<file path="config.mk">
export PLATFORM = sky130hd
export DESIGN_NAME = mul_div_unit
export DESIGN_NICKNAME = d
export VERILOG_FILES = /design/src/rtl/mdu_pkg.sv /design/src/rtl/mdu_sign_fix.sv /design/src/rtl/mul_div_unit.sv
export SDC_FILE = /design/constraint.sdc
export NUM_CORES = 1
export LEC_CHECK = 0
export CELL_PAD_IN_SITES_DETAIL_PLACEMENT = 0
export CELL_PAD_IN_SITES_GLOBAL_PLACEMENT = 1
export CORE_MARGIN = 1.5
export CORE_UTILIZATION = 41
export DETAILED_ROUTE_END_ITERATION = 8
export PLACE_DENSITY = 0.85
export SLEW_MARGIN = 0
export SYNTH_ARGS = -nofsm -noshare
export SYNTH_HDL_FRONTEND = slang
export SYNTH_SLANG_ARGS = --single-unit
</file>
<file path="constraint.sdc">
create_clock -name clock -period 4.85 [get_ports clock]
set_clock_uncertainty 0.05 [all_clocks]
set_input_delay 0.97 -clock clock [delete_from_list [all_inputs] [get_ports clock]]
set_output_delay 0.97 -clock clock [all_outputs]
set_load 0.05 [all_outputs]
</file>
<file path="src/rtl/mdu_pkg.sv">
// Shared encodings and default width for the multiply/divide unit.
// Optional single-cycle multiply path is enabled by defining MDU_FAST_MUL_EN.
package mdu_pkg;

    localparam int MDU_WIDTH = 32;

    typedef enum logic [1:0] {
        OP_MULT  = 2'b00,
        OP_MULTU = 2'b01,
        OP_DIV   = 2'b10,
        OP_DIVU  = 2'b11
    } mdu_op_e;

    typedef enum logic [1:0] {
        IDLE = 2'b00,
        CALC = 2'b01,
        DONE = 2'b10
    } mdu_state_e;

endpackage

</file>
<file path="src/rtl/mdu_sign_fix.sv">
// Two's-complement conditional negation: yields operand magnitudes on the way in
// and applies quotient/remainder/product sign correction on the way out.
module mdu_sign_fix #(
    parameter int N = 32
) (
    input  logic [N-1:0] i_val,
    input  logic         i_neg,
    output logic [N-1:0] o_val
);

    assign o_val = i_neg ? -i_val : i_val;

endmodule

</file>
<file path="src/rtl/mul_div_unit.sv">
// Iterative radix-2 MULT/MULTU/DIV/DIVU unit driving the HI/LO write port.
// Define MDU_FAST_MUL_EN to compute MULT/MULTU with one registered multiplier.
module mul_div_unit
    import mdu_pkg::*;
#(
    parameter int WIDTH = MDU_WIDTH,
    parameter int CNT_W = 6
) (
    input  logic             clock,
    input  logic             resetn,
    input  logic             start,
    input  logic [1:0]       op,
    input  logic [WIDTH-1:0] src_a,
    input  logic [WIDTH-1:0] src_b,
    input  logic             cancel,
    output logic             busy,
    output logic             w_hi,
    output logic [WIDTH-1:0] hi_data,
    output logic             w_lo,
    output logic [WIDTH-1:0] lo_data
);

    mdu_state_e       r_state;
    logic [CNT_W-1:0] r_cnt;
    logic             r_is_div;
    logic             r_sign_a;
    logic             r_sign_b;
    logic             r_dz;
    logic             r_busy;
    logic             r_wr;
    logic [WIDTH-1:0] r_acc_hi;
    logic [WIDTH-1:0] r_acc_lo;
    logic [WIDTH-1:0] r_opb;
    logic [WIDTH-1:0] r_raw_a;
    logic [WIDTH-1:0] r_hi_data;
    logic [WIDTH-1:0] r_lo_data;

    logic             w_in_signed;
    logic             w_sign_a;
    logic             w_sign_b;
    logic [WIDTH-1:0] w_a_mag;
    logic [WIDTH-1:0] w_b_mag;

    assign w_in_signed = ~op[0];
    assign w_sign_a    = w_in_signed & src_a[WIDTH-1];
    assign w_sign_b    = w_in_signed & src_b[WIDTH-1];

    mdu_sign_fix #(.N(WIDTH)) u_pre_a (.i_val(src_a), .i_neg(w_sign_a), .o_val(w_a_mag));
    mdu_sign_fix #(.N(WIDTH)) u_pre_b (.i_val(src_b), .i_neg(w_sign_b), .o_val(w_b_mag));

    // One iteration step. Multiply shifts {hi,lo} right after a conditional add;
    // divide shifts left and keeps the trial difference when it does not borrow.
    logic [WIDTH:0]   w_sum;
    logic [WIDTH:0]   w_shift;
    logic [WIDTH+1:0] w_diff;
    logic [WIDTH-1:0] w_hi_nxt;
    logic [WIDTH-1:0] w_lo_nxt;

    always_comb begin
        w_sum   = {1'b0, r_acc_hi} + (r_acc_lo[0] ? {1'b0, r_opb} : '0);
        w_shift = {r_acc_hi, r_acc_lo[WIDTH-1]};
        w_diff  = {1'b0, w_shift} - {2'b00, r_opb};
        // NOTE: every output gets a value on every path, so no latch is inferred.
        if (r_is_div) begin
            w_hi_nxt = w_diff[WIDTH+1] ? w_shift[WIDTH-1:0] : w_diff[WIDTH-1:0];
            w_lo_nxt = {r_acc_lo[WIDTH-2:0], ~w_diff[WIDTH+1]};
        end else begin
            w_hi_nxt = w_sum[WIDTH:1];
            w_lo_nxt = {w_sum[0], r_acc_lo[WIDTH-1:1]};
        end
    end

    logic [2*WIDTH-1:0] w_prod_raw;
    logic [2*WIDTH-1:0] w_prod;
    logic               w_prod_neg;

`ifdef MDU_FAST_MUL_EN
    logic w_fast;

    // In IDLE the product path serves the single-cycle multiplier, otherwise the last iteration.
    assign w_fast     = (r_state == IDLE);
    assign w_prod_raw = w_fast ? ({{WIDTH{1'b0}}, w_a_mag} * {{WIDTH{1'b0}}, w_b_mag})
                               : {w_hi_nxt, w_lo_nxt};
    assign w_prod_neg = w_fast ? (w_sign_a ^ w_sign_b) : (r_sign_a ^ r_sign_b);
`else
    assign w_prod_raw = {w_hi_nxt, w_lo_nxt};
    assign w_prod_neg = r_sign_a ^ r_sign_b;
`endif

    logic [WIDTH-1:0] w_quo;
    logic [WIDTH-1:0] w_rem;
    logic [WIDTH-1:0] w_res_hi;
    logic [WIDTH-1:0] w_res_lo;

    mdu_sign_fix #(.N(2*WIDTH)) u_post_p (.i_val(w_prod_raw), .i_neg(w_prod_neg), .o_val(w_prod));
    mdu_sign_fix #(.N(WIDTH)) u_post_q (.i_val(w_lo_nxt), .i_neg(r_sign_a ^ r_sign_b), .o_val(w_quo));
    mdu_sign_fix #(.N(WIDTH)) u_post_r (.i_val(w_hi_nxt), .i_neg(r_sign_a), .o_val(w_rem));

    // Divide by zero bypasses the datapath: quotient all ones, remainder is the raw dividend.
    assign w_res_hi = !r_is_div ? w_prod[2*WIDTH-1:WIDTH] : (r_dz ? r_raw_a : w_rem);
    assign w_res_lo = !r_is_div ? w_prod[WIDTH-1:0]       : (r_dz ? '1      : w_quo);

    // NOTE: sequential state uses non-blocking assignments so every register sees pre-edge values.
    always_ff @(posedge clock or negedge resetn) begin
        if (!resetn) begin
            r_state   <= IDLE;
            r_cnt     <= '0;
            r_is_div  <= 1'b0;
            r_sign_a  <= 1'b0;
            r_sign_b  <= 1'b0;
            r_dz      <= 1'b0;
            r_busy    <= 1'b0;
            r_wr      <= 1'b0;
            r_acc_hi  <= '0;
            r_acc_lo  <= '0;
            r_opb     <= '0;
            r_raw_a   <= '0;
            r_hi_data <= '0;
            r_lo_data <= '0;
        end else begin
            r_wr <= 1'b0;
            case (r_state)
                IDLE: begin
                    if (start && !cancel) begin
                        r_is_div <= op[1];
                        r_sign_a <= w_sign_a;
                        r_sign_b <= w_sign_b;
                        r_dz     <= (src_b == '0);
                        r_raw_a  <= src_a;
                        r_acc_hi <= '0;
                        r_acc_lo <= w_a_mag;
                        r_opb    <= w_b_mag;
                        r_cnt    <= '0;
                        r_busy   <= 1'b1;
`ifdef MDU_FAST_MUL_EN
                        if (!op[1]) begin
                            r_state   <= DONE;
                            r_wr      <= 1'b1;
                            r_hi_data <= w_prod[2*WIDTH-1:WIDTH];
                            r_lo_data <= w_prod[WIDTH-1:0];
                        end else begin
                            r_state <= CALC;
                        end
`else
                        r_state <= CALC;
`endif
                    end
                end
                CALC: begin
                    if (cancel) begin
                        r_state <= IDLE;
                        r_busy  <= 1'b0;
                    end else begin
                        r_acc_hi <= w_hi_nxt;
                        r_acc_lo <= w_lo_nxt;
                        r_cnt    <= r_cnt + CNT_W'(1);
                        if (r_cnt == CNT_W'(WIDTH - 1)) begin
                            r_state   <= DONE;
                            r_wr      <= 1'b1;
                            r_hi_data <= w_res_hi;
                            r_lo_data <= w_res_lo;
                        end
                    end
                end
                default: begin
                    r_state <= IDLE;
                    r_busy  <= 1'b0;
                end
            endcase
        end
    end

    // A cancel raised during DONE still suppresses the write pulse.
    assign busy    = r_busy;
    assign w_hi    = r_wr & ~cancel;
    assign w_lo    = r_wr & ~cancel;
    assign hi_data = r_hi_data;
    assign lo_data = r_lo_data;

endmodule
</file>
==> run_results.csv <==
group,metric,value,unit
status,status,"finished, final reports clean",
final_layout,layout.cells.non_filler,3023,
clocking,cts_buffer_depth,3,
sta,finalSetupTns,0,ps
final_layout,stdcell_area,21600,um2
sta,maxSlewHeadroom,31.5,%
global_routing,grt_pass1_vias,17600,
place,numPlacedInstances,2976,
clocking,ctsHtreeMaxLevel,1,
logic_synthesis,synthDistinctLibCells,107,
place,place.gp.congestion,0.953,
clocking,clk_pin_slew_worst_paths,60,ps
critical_path,arrival,5060,ps
routing,drtAntennaViolNets,0,
global_routing,antenna_found_initial,0,
clocking,holdBufCountCts,0,
logic_synthesis,ys_async_sr_fraction,100,%
critical_path,rr_startpoint,"r_acc_hi[29]",
pwr,ir_worst_vdd,0.309,mV
final_layout,fillerInstances,4054,
sta,period_needed,4680,ps
global_routing,grt_pass1_wl,103000,um
global_routing,use_met2,48.6,%
pwr,power_per_cell_area,555,nW/um2
pwr,cellLeakagePower,9.38,nW
routing,viasPerCell,5.96,
worst_hold_path,hold_class,"in2async",
sta,fmax,214,MHz
sta,min_period_over_period,96.5,%
logic_synthesis,synth_warnings,0,
clocking,cts_buffers,26,
final_layout,diodes,0,
routing,drt_iter0_drc,1695,
sta,setup_viol,0,
floorplanning,die_y,210,um
pwr,power.share.combinational,63.8,%
sta,hold_viol,0,
critical_path,critical_path.max_fanout,4,
final_layout,multi_input_area,11600,um2
floorplanning,die_x,210,um
global_routing,globalRouteMet3Util,3.46,%
critical_path,rrSetupSlack,170,ps
place,dp_slack,-11.3,ps
logic_synthesis,ys_seq_area_share,29.4,%
logic_synthesis,synth_fp_nets,2365,
logic_synthesis,synth_edf_count,0,
final_layout,nNetsFinal,2608,
routing,post_drt_wl_per_cell,21.9,um
pwr,p_clk_share,17.1,%
pwr,intPower,6.36,mW
place,portBuffers,136,
logic_synthesis,syn-cell-area,17500,um2
clocking,cts_tree,"yes",
pwr,power,12.0,mW
logic_synthesis,syn_inst,2224,
place,dp_hpwl,50800,um
floorplanning,core.rowCount,75,
clocking,clk-insertion-delay-late,580,ps
job,max_cap_viol_count,0,
critical_path,r2r_end,"hi_data[28]",
pwr,power_switching,5.63,mW
final_layout,area_growth,23.3,%
critical_path,crit_path_start_kind,"register",
critical_path,critPathCaptureType,"register",
routing,vias,18000,
global_routing,overflow,0,
sta,worst_slack,170,ps
global_routing,grt_util_all_layers,30.0,%
routing,drcViolationCount,0,
critical_path,crit_type,"reg2reg",
final_layout,final_cell_mix,"336 x nand2_1, 205 x dfrtp_1, 202 x buf_4, 195 x o21ai_0, 191 x nor2_1",
final_layout,drive_gt1_share,13.5,%
critical_path,critPathLaunch,"r_acc_hi[29]",
logic_synthesis,synthFlopType,"dfrtp_1",
global_routing,gr-max-usage-layer,"met2",
sta,drv_slew,0,
final_layout,regArea,5160,um2
place,dpl-instance-area,20600,um2
routing,first_pass_iters,6,
logic_synthesis,avgSynthCellArea,7.87,um2
floorplanning,core_area,42000,um2
floorplanning,start_util,41.6,%
critical_path,worstPathRequired,5230,ps
pwr,p_sw_share,46.9,%
pwr,p_seq_share,19.1,%
floorplanning,die_area,44000,um2
routing,totalWireLength,66300,um
sta,max_slew.worst_pin.slew,1030,ps
global_routing,grt_max_degree,75,
critical_path,reg2reg_depth,18,
clocking,cts_root_buf,"clkbuf_16",
clocking,clkSinkCount,206,
floorplanning,io_pins,137,
final_layout,layout_commonest_cell,"nand2_1",
global_routing,met1_usage,41.6,%
logic_synthesis,synth-seq-cells,206,
[sequential cells by signal, indices dropped and copies added, names as in the netlist, 2 cells and up]
| register | cells |
|---|---|
| hi_data | 32 |
| lo_data | 32 |
| r_acc_hi | 32 |
| r_acc_lo | 32 |
| r_cnt | 6 |
| r_opb | 32 |
| r_raw_a | 32 |
| r_state | 2 |
[layout make-up]
class                   instances  area share [%]
multi-input cells            1818            53.8
flip-flops and latches        206            23.9
repair buffers                344            13.9
clock buffers                  39            3.52
well taps                     539            3.13
inverters                      71            1.24
clock inverters                 6           0.539
[cell families (layout without fill, tap and decap cells)]
kind of cell / count (synthesis) / in the layout / synth area share [%]
multiplexers: 49 / 49 / 2.86
XOR/XNOR: 177 / 177 / 8.85
AND/OR/NAND/NOR: 830 / 830 / 22.3
AO/OA/AOI/OAI: 691 / 691 / 26.2
adder cells (fa/ha/maj): 71 / 71 / 5.16
buffers and inverters: 200 / 460 / 5.21
flip-flops: 206 / 206 / 29.4
[power by group through the flow]
stage / Combinational [mW] / Sequential, mW / Clock (mW)
2_1_floorplan: 4.67 / 2.23 / 0
3_3_place_gp: 7.35 / 2.30 / 0
3_5_place_dp: 7.39 / 2.31 / 0
4_1_cts: 7.43 / 2.28 / 2.09
5_1_grt: 8.27 / 2.32 / 2.15
6_report: 7.64 / 2.29 / 2.05
[how the worst max path moves through the flow]
stage | to | slack, ps | cells past startpoint
2_1_floorplan | hi_data[8] | 360 | 21
3_3_place_gp | hi_data[30] | 100 | 16
3_5_place_dp | hi_data[30] | -10 | 16
4_1_cts | hi_data[28] | 30 | 18
5_1_grt | hi_data[6] | -10 | 22
6_report | hi_data[28] | 170 | 18
[worst max-delay path: stages, from the launching register on]
cell,delay (ps)
dfrtp_1,400
ha_1,320
a21oi_1,190
and2b_1,200
nor3_1,360
o31a_2,300
o211ai_1,220
o21ai_1,180
ha_1,200
o211ai_1,100
or2_2,330
nor2_2,160
nand3_2,170
nor2b_2,190
nor3b_2,220
and4_2,310
nand3_1,180
a221oi_1,330
a31oi_1,130
[Yosys cell counts (16+ instances only)]
master,count,area [um2]
a211oi_1,20,150
a21o_1,20,150
a21oi_1,169,846
a31oi_1,23,144
and2_1,48,300
clkbuf_1,87,327
dfrtp_1,206,5150
ha_1,69,863
inv_1,71,267
mux2i_1,41,410
nand2_1,336,1260
nand2b_1,19,119
nand3_1,31,155
nand4_1,20,125
nor2_1,194,728
nor2b_1,16,100
nor3_1,52,260
nor4_1,24,150
o211ai_1,28,210
o21ai_0,200,1000
o22a_1,33,289
o31ai_1,16,120
or3_1,24,150
xnor2_1,105,920
xor2_1,72,631
[per-stage QoR]
stage	hold slack (ps)	util [%]
2_1_floorplan	387	-
3_3_place_gp	407	48.9
3_5_place_dp	406	48.9
4_1_cts	420	51.0
5_1_grt	451	51.3
6_report	422	51.3
[metal layers]
| metal | wire [um] | part of all wire [%] |
|---|---|---|
| met5 | 0 | 0 |
| met4 | 2070 | 3.1 |
| met3 | 4340 | 6.5 |
| met2 | 30300 | 46 |
| met1 | 29700 | 45 |
[timing repair]
item                       CTS  global route
hold endpoints to repair     0             0
pin swaps                    0             6
gates resized for setup      1            33
setup buffers                0             2
setup endpoints to repair    1            24
Note: power is estimated with default switching activity, not from simulation.
